<file path="src/rtl/compare_pkg.sv">
// Shared types and helpers for the serial magnitude comparator.
package compare_pkg;

  typedef enum logic [1:0] {StIdle, StScan, StDone} state_e;

  // One-hot result encoding, bit order {gt, eq, lt}.
  localparam logic [2:0] RES_GT = 3'b100;
  localparam logic [2:0] RES_EQ = 3'b010;
  localparam logic [2:0] RES_LT = 3'b001;

  function automatic int unsigned ndig(input int unsigned width, input int unsigned digit);
    return width / digit;
  endfunction

  // Wide enough to hold the value NDIG itself.
  function automatic int unsigned cnt_width(input int unsigned width, input int unsigned digit);
    return $clog2(width / digit) + 1;
  endfunction

  function automatic int unsigned idx_width(input int unsigned width, input int unsigned digit);
    return (width / digit > 1) ? $clog2(width / digit) : 1;
  endfunction

endpackage

</file>
<file path="src/rtl/compare_serial_if.sv">
// Operand and result handshakes of the serial comparator.
interface compare_serial_if
  import compare_pkg::*;
#(
  parameter int unsigned WIDTH = 8,
  parameter int unsigned DIGIT = 2
) ();

  localparam int unsigned CntW = cnt_width(WIDTH, DIGIT);

  logic             in_valid;
  logic             in_ready;
  logic [WIDTH-1:0] a;
  logic [WIDTH-1:0] b;
  logic             signed_mode;
  logic             out_valid;
  logic             out_ready;
  logic             gt;
  logic             eq;
  logic             lt;
  logic [CntW-1:0]  digits_used;

  modport master (
    output in_valid, a, b, signed_mode, out_ready,
    input  in_ready, out_valid, gt, eq, lt, digits_used
  );

  modport slave (
    input  in_valid, a, b, signed_mode, out_ready,
    output in_ready, out_valid, gt, eq, lt, digits_used
  );

endinterface

</file>
<file path="src/rtl/compare_digit.sv">
// Combinational unsigned comparison of one DIGIT-bit slice.
module compare_digit #(
  parameter int unsigned DIGIT = 2
) (
  input  logic [DIGIT-1:0] a_i,
  input  logic [DIGIT-1:0] b_i,
  output logic             gt_o,
  output logic             eq_o,
  output logic             lt_o
);

  assign gt_o = (a_i > b_i);
  assign eq_o = (a_i == b_i);
  assign lt_o = (a_i < b_i);

endmodule

</file>
<file path="src/rtl/compare_serial.sv">
// Multi-cycle MSB-first magnitude comparator with early termination and
// registered one-hot result.
module compare_serial
  import compare_pkg::*;
#(
  parameter int unsigned WIDTH     = 8,
  parameter int unsigned DIGIT     = 2,
  parameter bit          SIGNED_EN = 1'b1
) (
  input logic             clk,
  input logic             rst_n,
  compare_serial_if.slave bus
);

  localparam int unsigned NDIG = ndig(WIDTH, DIGIT);
  localparam int unsigned CntW = cnt_width(WIDTH, DIGIT);
  localparam int unsigned IdxW = idx_width(WIDTH, DIGIT);
  localparam logic [WIDTH-1:0] MsbMask = WIDTH'(1) << (WIDTH - 1);

  state_e           state_q;
  logic [WIDTH-1:0] a_q;
  logic [WIDTH-1:0] b_q;
  logic [IdxW-1:0]  idx_q;
  logic [CntW-1:0]  cnt_q;
  logic [2:0]       res_q;
  logic             out_valid_q;

  logic [WIDTH-1:0] flip_mask;
  logic [DIGIT-1:0] a_dig;
  logic [DIGIT-1:0] b_dig;
  logic             dig_gt;
  logic             dig_eq;
  logic             dig_lt;

  // Flipping both MSBs maps two's complement onto offset binary, so the
  // unsigned digit scan yields the signed ordering.
  assign flip_mask = (SIGNED_EN && bus.signed_mode) ? MsbMask : '0;

  assign a_dig = a_q[int'(idx_q) * DIGIT +: DIGIT];
  assign b_dig = b_q[int'(idx_q) * DIGIT +: DIGIT];

  compare_digit #(
    .DIGIT (DIGIT)
  ) u_digit (
    .a_i  (a_dig),
    .b_i  (b_dig),
    .gt_o (dig_gt),
    .eq_o (dig_eq),
    .lt_o (dig_lt)
  );

  always_ff @(posedge clk) begin
    if (!rst_n) begin
      state_q     <= StIdle;
      a_q         <= '0;
      b_q         <= '0;
      idx_q       <= '0;
      cnt_q       <= '0;
      res_q       <= '0;
      out_valid_q <= 1'b0;
    end else begin
      case (state_q)
        StIdle: begin
          if (bus.in_valid) begin
            a_q     <= bus.a ^ flip_mask;
            b_q     <= bus.b ^ flip_mask;
            idx_q   <= IdxW'(NDIG - 1);
            cnt_q   <= '0;
            state_q <= StScan;
          end
        end
        StScan: begin
          cnt_q <= cnt_q + CntW'(1);
          if (dig_gt) begin
            res_q       <= RES_GT;
            out_valid_q <= 1'b1;
            state_q     <= StDone;
          end else if (dig_lt) begin
            res_q       <= RES_LT;
            out_valid_q <= 1'b1;
            state_q     <= StDone;
          end else if (dig_eq && idx_q == '0) begin
            res_q       <= RES_EQ;
            out_valid_q <= 1'b1;
            state_q     <= StDone;
          end else begin
            idx_q <= idx_q - IdxW'(1);
          end
        end
        StDone: begin
          // digits_used is left untouched until the next accept.
          if (bus.out_ready) begin
            res_q       <= '0;
            out_valid_q <= 1'b0;
            state_q     <= StIdle;
          end
        end
        default: state_q <= StIdle;
      endcase
    end
  end

  assign bus.in_ready    = (state_q == StIdle);
  assign bus.out_valid   = out_valid_q;
  assign bus.gt          = res_q[2];
  assign bus.eq          = res_q[1];
  assign bus.lt          = res_q[0];
  assign bus.digits_used = cnt_q;

endmodule

</file>
<file path="src/flat_wrapper.sv">
// flat-port wrapper written by rule: the top's interface ports become plain ports
module compare_serial_flat import compare_pkg::*;
#(
  parameter int unsigned WIDTH     = 8,
  parameter int unsigned DIGIT     = 2,
  parameter bit          SIGNED_EN = 1'b1
)
  (clk, rst_n, bus_in_valid, bus_a, bus_b, bus_signed_mode, bus_out_ready, bus_in_ready, bus_out_valid, bus_gt, bus_eq, bus_lt, bus_digits_used);
  compare_serial_if #(.WIDTH(WIDTH), .DIGIT(DIGIT)) bus_i ();
  input logic clk;
  input logic rst_n;
  input wire logic [$bits(bus_i.in_valid)-1:0] bus_in_valid;
  input wire logic [$bits(bus_i.a)-1:0] bus_a;
  input wire logic [$bits(bus_i.b)-1:0] bus_b;
  input wire logic [$bits(bus_i.signed_mode)-1:0] bus_signed_mode;
  input wire logic [$bits(bus_i.out_ready)-1:0] bus_out_ready;
  output wire logic [$bits(bus_i.in_ready)-1:0] bus_in_ready;
  output wire logic [$bits(bus_i.out_valid)-1:0] bus_out_valid;
  output wire logic [$bits(bus_i.gt)-1:0] bus_gt;
  output wire logic [$bits(bus_i.eq)-1:0] bus_eq;
  output wire logic [$bits(bus_i.lt)-1:0] bus_lt;
  output wire logic [$bits(bus_i.digits_used)-1:0] bus_digits_used;
  assign bus_i.in_valid = bus_in_valid;
  assign bus_i.a = bus_a;
  assign bus_i.b = bus_b;
  assign bus_i.signed_mode = bus_signed_mode;
  assign bus_i.out_ready = bus_out_ready;
  assign bus_in_ready = bus_i.in_ready;
  assign bus_out_valid = bus_i.out_valid;
  assign bus_gt = bus_i.gt;
  assign bus_eq = bus_i.eq;
  assign bus_lt = bus_i.lt;
  assign bus_digits_used = bus_i.digits_used;
  compare_serial #(.WIDTH(WIDTH), .DIGIT(DIGIT), .SIGNED_EN(SIGNED_EN)) u_core (.clk(clk), .rst_n(rst_n), .bus(bus_i));
endmodule
</file>
<file path="config.mk">
export PLATFORM = sky130hd
export DESIGN_NAME = compare_serial_flat
export DESIGN_NICKNAME = d
export VERILOG_FILES = /design/src/rtl/compare_pkg.sv /design/src/rtl/compare_serial_if.sv /design/src/rtl/compare_digit.sv /design/src/rtl/compare_serial.sv /design/src/flat_wrapper.sv
export SDC_FILE = /design/constraint.sdc
export NUM_CORES = 1
export LEC_CHECK = 0
export CORE_MARGIN = 10
export CORE_UTILIZATION = 40
export CTS_BUF_LIST = sky130_fd_sc_hd__clkbuf_8 sky130_fd_sc_hd__clkbuf_16
export CTS_CLUSTER_DIAMETER = 50
export CTS_CLUSTER_SIZE = 12
export DETAILED_ROUTE_END_ITERATION = 10
export PLACE_DENSITY = 0.77
export SLEW_MARGIN = 20
export SYNTH_ARGS = -nofsm -noshare
export SYNTH_HDL_FRONTEND = slang
export SYNTH_HIERARCHICAL = 1
export SYNTH_SLANG_ARGS = --single-unit
export TNS_END_PERCENT = 20
</file>
<file path="constraint.sdc">
create_clock -name clk -period 4 [get_ports clk]
set_clock_uncertainty 0.2 [all_clocks]
set_input_delay 0.6 -clock clk [delete_from_list [all_inputs] [get_ports clk]]
set_output_delay 0.6 -clock clk [all_outputs]
set_load 0.01 [all_outputs]
</file>
* Word level (Yosys, flattened, before mapping)
Index checks and enable logic that the tools add are counted.
Operators by class: add/subtract/negate cells 2, reductions and logical operators 10, eq/ne operators 9, bitwise logic cells 2, muxes and demuxes 24, magnitude comparators 2, shifts and indexed selects 2
Operator list (count):
- $mux W2 | 9
- $shiftx A8 B4 Y2 | 2
- $xor A8 B8 Y8 | 2
- $mux W3 | 5
- $pmux W3 S2 | 2
- $ne A2 B2 Y1 const B | 5
- $mux W8 | 1
- $pmux W2 S3 | 1
- $reduce_and A3 Y1 | 2
- $reduce_and A5 Y1 | 1
- $logic_not A2 Y1 | 2
- $mux W1 | 4
- $ne A4 B1 Y1 const B | 1
- $pmux W2 S2 | 1
- $reduce_and A2 Y1 | 2
- $reduce_bool A2 Y1 | 2
- $add A3 B1 Y3 const B | 1
- $eq A2 B1 Y1 const B | 1
- $eq A2 B2 Y1 | 1
- $eq A2 B2 Y1 const B | 1
- $gt A2 B2 Y1 | 1
- $lt A2 B2 Y1 | 1
- $pmux W1 S2 | 1
- $sub A2 B1 Y2 const B | 1
- $logic_and A1 B1 Y1 | 1
Word-level totals: output and inout port bits 8, logic and storage cells 58, flip-flop bits (word level) 27, input bits 21

* Depth between registers and ports, before layout
depth after elaboration 7, depth in mapped cells 11, mapped depth without buffers 9

* Hierarchy
Netlist, hierarchy kept.
By module, submodules not included:
- compare_serial | area an instance 1260.0 µm², cells each 148, seq. area each 540.5 µm², instances 1
- compare_digit | area an instance 62.6 µm², cells each 9, seq. area each 0.0 µm², instances 1

* Worst setup path before layout
No wires, ideal clock.
kind register to register, start point register u_core.idx_q[0], end point register u_core.res_q[0], library setup time 0.072 ns, path buffers 2, required time 3.728 ns, stages on the path, launching flop included 11, arrival 2.363 ns, clock period less this slack 2.635 ns, path slack 1.365 ns, cells stage by stage dfxtp_1 -> buf_2 -> mux4_2 -> ha_1 -> and2_4 -> a21oi_1 -> nor2_1 -> nand3_1 -> and3_1 -> clkbuf_1 -> mux2i_1
On the way: word-level cells in the longest chain between the ends 5, elaborated cells on any way between the ends 12, classes of those cells order compare (2); eq/ne (2); shift (2); mux (3); reduce/logical (3)
Ends and longest elaborated chain:
- start, declared | line compare_serial.sv:23 | logic [IdxW-1:0] idx_q;
- start signal, assigned | line compare_serial.sv:67 | idx_q <= IdxW'(NDIG - 1);
- start signal, assigned | line compare_serial.sv:87 | idx_q <= idx_q - IdxW'(1);
- $shiftx A8 B4 Y2 | line compare_serial.sv:39 | assign a_dig = a_q[int'(idx_q) * DIGIT +: DIGIT];
- named net u_core.a_dig[1] | line compare_serial.sv:29 | logic [DIGIT-1:0] a_dig;
- $eq A2 B2 Y1 | line compare_digit.sv:13 | assign eq_o = (a_i == b_i);
- named net u_core.dig_eq | line compare_serial.sv:32 | logic dig_eq;
- $logic_and A1 B1 Y1 | line compare_serial.sv:82 | end else if (dig_eq && idx_q == '0) begin
- $ne A4 B1 Y1 (no source line)
- $reduce_and A3 Y1 (no source line)
- end signal, assigned | line compare_serial.sv:79 | res_q <= RES_LT;
- end signal, assigned | line compare_serial.sv:83 | res_q <= RES_EQ;
- end signal, assigned | line compare_serial.sv:93 | res_q <= '0;
- end, declared | line compare_serial.sv:25 | logic [2:0] res_q;
The timed path passes the listed nets, and every way through them passes these cells. A chain may end at the register's enable or synchronous reset.

* Worst setup path in the final report
start point register u_core.idx_q[0], end point register u_core.res_q[2]
The elaborated chain is that of the path after synthesis.

==> out/summary.md <==
* **via count** 1,123
* **Hold-fix buffers, CTS** 0
* **number of failing hold endpoints at the final stage** 0
* **relative slew slack** 0.5488
* **power share of the combinational group** 0.455
* **drt total wl** 2822 um
* **initial standard-cell utilization of the core** 0.4262
* **static leakage** 0.0006441 uW
* **Synth Instances** 157
* **wire length of the first global-routing pass** 4905 um
* **leftover overflow at the end of global routing** 0
* **slew at the pin closest to its max-slew limit** 676.0 ps
* **antenna-violating nets left** 0
* **Port-buffer cells** 28
* **die area** 6006 sq um
* **number of buffers inserted to repair setup after CTS** 0
* **cell internal power dissipation** 620.2 uW
* **mean routed wirelength per cell** 12.54 um
* **launch instance of the worst register-to-register path** u_core/idx_q[0]
* **path depth of the worst reg2reg path** 9
* **htree depth** 1
* **multi-input logic area** 713.2 sq um
* **DRT Pass-1 Iters** 4
* **mapped cell area** 1323 sq um
* **Yosys cell types** 26
* **maximum buffer depth of the clock tree** 2
* **clock tree root buffer cell** clkbuf_8
* **FF/Latch Area** 540.5 sq um
* **global-route usage over all layers** 0.09664
* **count of fill cells added during filler insertion** 307
* **residual DRC count** 0
* **required time reported for the critical path endpoint** 4010 ps
* **CTS buffer count** 3
* **number of pins exceeding their max-slew limit in the final report** 0
* **estimated wirelength of the detail-placed design** 2202 um
* **launch point of the worst path** u_core/idx_q[0]
* **drt first-iter violations** 65
* **sequential area share after synthesis** 0.4087
* **gpl congestion** 0.8125
* **std cell rows** 20
* **signed area change from the synthesized netlist to the final layout** 26.40%
* **top-level I/O count** 29
* **largest voltage drop on the vdd net** 0.1934 mV
* **run status** finished clean
* **Yosys reg bits** 27
* **net switching power figure** 356.6 uW
* **Core ar.** 3103 sq um
* **syn_area_per_cell** 8.424 sq um
* **antenna violations before repair** 0
* **part of the power in the clock network** 0.161
* **total clock sinks** 27
* **TritonCTS clock tree** done
* **dominant cell type by area after synthesis** dfxtp_1
* **share of the synthesized area in the top cell type** 0.4087
* **die span in x** 77.50 um
* **maximum number of pins on one net before global-route repair** 23
* **Worst Hold Depth** 2
* **Resize count post-CTS** 0
* **peak clock frequency supported by timing** 0.3537 GHz
* **drt via density** 4.991
* **Clk pin slew, worst setup/hold paths** 100 ps
* **CP max FO** 6
* **startpoint of the lowest-slack hold path** u_core/a_q[6]
* **post-route setup slack** 1173 ps
* **critical path class** flip-flop to flip-flop
* **Crit path arrival time** 2830 ps
* **Final setup violation count** 0
* **antenna cell count** 0
* **Sw Share** 0.3650
* **Chip Height** 77.50 um
* **net count of the mapped netlist** 186
* **post-route clock period utilization** 0.7068
* **Post-Place Setup Slack** 1174 ps
* **vias in the first global route** 1,109
* **share of cells above drive strength 1** 0.04972
* **post-layout min period** 2827 ps
* **Nets** 211
* **maximum capacitance violations** 0
* **insertion delay to the later sink of the worst-skew pair** 270 ps
* **unrepaired setup endpoints after global routing** false
* **areal power density over the cells** 584.3 nW/um^2
* **Startpoint Class** flip-flop
* **Seq pwr share** 0.384
* **CP Capture Type** flip-flop
* **path class of the lowest-slack min-delay path** flip-flop to flip-flop
* **setup TNS** 0 ps
* **number of warnings reported in the yosys synthesis log** 6
* **main area contributors after synthesis** dfxtp_1 41%, nand2_1 12%, ha_1 7.6%
-- path summary, 6_finish.rpt --
kind / to / slack, ps
setup reg to reg: u_core/res_q[2] / 1170
hold / removal: u_core/a_q[6] / 260
hold reg to reg: u_core/a_q[6] / 260
setup / recovery: u_core/res_q[2] / 1170
-- power groups by stage --
| stage | logic (uW) | registers, uW | clock network, uW |
|---|---|---|---|
| after floorplan | 325 | 371 | 0 |
| after global placement | 428 | 378 | 0 |
| after detailed placement | 442 | 382 | 0 |
| after CTS | 448 | 376 | 161 |
| after global routing | 497 | 386 | 171 |
| final | 444 | 375 | 158 |
-- synth_stat cells --
cell type and count:
nand2_1 42, dfxtp_1 27, a21oi_1 19, inv_1 9, ha_1 8, nor2_1 8, mux2i_1 5, buf_2 4
clkbuf_1 4, mux4_2 4, a211oi_1 3, o21ai_0 3, and2_1 2, and3_1 2, nand2b_1 2, nand3b_1 2
nor2b_1 2, nor3b_1 2, xnor2_1 2, a21o_1 1, a221o_1 1, a311oi_1 1, a31oi_1 1, and2_4 1
nand3_1 1, nand4b_1 1
-- cells by family (layout without fill, tap and decap cells) --
kind of cell / after synthesis / after routing / share of synthesized area
simple gates: 65 / 65 / 0.2195
compound gates: 29 / 29 / 0.1249
flops: 27 / 27 / 0.4087
buf+inv: 17 / 41 / 0.05203
mux: 9 / 9 / 0.1060
fa+ha+maj: 8 / 8 / 0.07569
xor+xnor: 2 / 2 / 0.01325
-- metrics by stage --
step	util	power, uW	hold slack [ps]	area, sq um	std cells
2_1_floorplan	-	696.3	233.1	1323	157
3_3_place_gp	0.5230	805.9	244.6	1623	221
3_5_place_dp	0.5230	824.3	249.5	1623	221
4_1_cts	0.5387	985.0	263.8	1672	225
5_1_grt	0.5387	1054	289.1	1672	225
6_report	0.5387	976.8	264.6	1672	225
-- layer usage --
layer  up-vias  wire length (um)  GRT usage
li1        575                 -          -
met5         -                 0          0
met2        21              1444     0.1697
met1       522              1230     0.1093
met3         5                96    0.02074
met4         0                51    0.04380
-- worst max-delay path: stages (launching register included) --
cell     delay, ps
dfxtp_1        510
mux4_2         540
inv_1           80
ha_1           240
and2_4         170
a21oi_1        230
nor2_1         110
nand3_1        190
and3_1         280
mux2i_1        210
-- sequential cells by signal, summed over array words and instances, names as in the netlist --
| register | cells |
|---|---|
| u_core/idx_q | 2 |
| u_core/res_q | 3 |
| u_core/bus.digits_used | 3 |
| u_core/bus.out_valid | 1 |
| u_core/state_q | 2 |
| u_core/b_q | 8 |
| u_core/a_q | 8 |
-- layout make-up --
| type | instances | area share |
|---|---|---|
| Clock inverter | 1 | 0.004491 |
| Sequential cell | 27 | 0.3234 |
| Multi-Input combinational cell | 113 | 0.4266 |
| Timing Repair Buffer | 28 | 0.1677 |
| Tap cell | 44 | 0.03293 |
| Clock buffer | 3 | 0.02470 |
| Inverter | 9 | 0.02021 |
-- layout by cell type, fill, tap and decap left out, drive strengths merged --
cell type | Yosys | routed
dfxtp | 27 | 27
a31oi | 1 | 1
nor2b | 2 | 2
nor3b | 2 | 2
nand3b | 2 | 2
a221o | 1 | 1
a21o | 1 | 1
mux2i | 5 | 5
nand2b | 2 | 2
clkinvlp | 0 | 1
clkdlybuf4s50 | 0 | 28
a211oi | 3 | 3
inv | 9 | 9
nand3 | 1 | 1
a311oi | 1 | 1
a21oi | 19 | 19
o21ai | 3 | 3
ha | 8 | 8
xnor2 | 2 | 2
and3 | 2 | 2
mux4 | 4 | 4
and2 | 3 | 3
nand4b | 1 | 1
nor2 | 8 | 8
nand2 | 42 | 42
clkbuf | 4 | 3
Power figures use the tool's default switching activity.
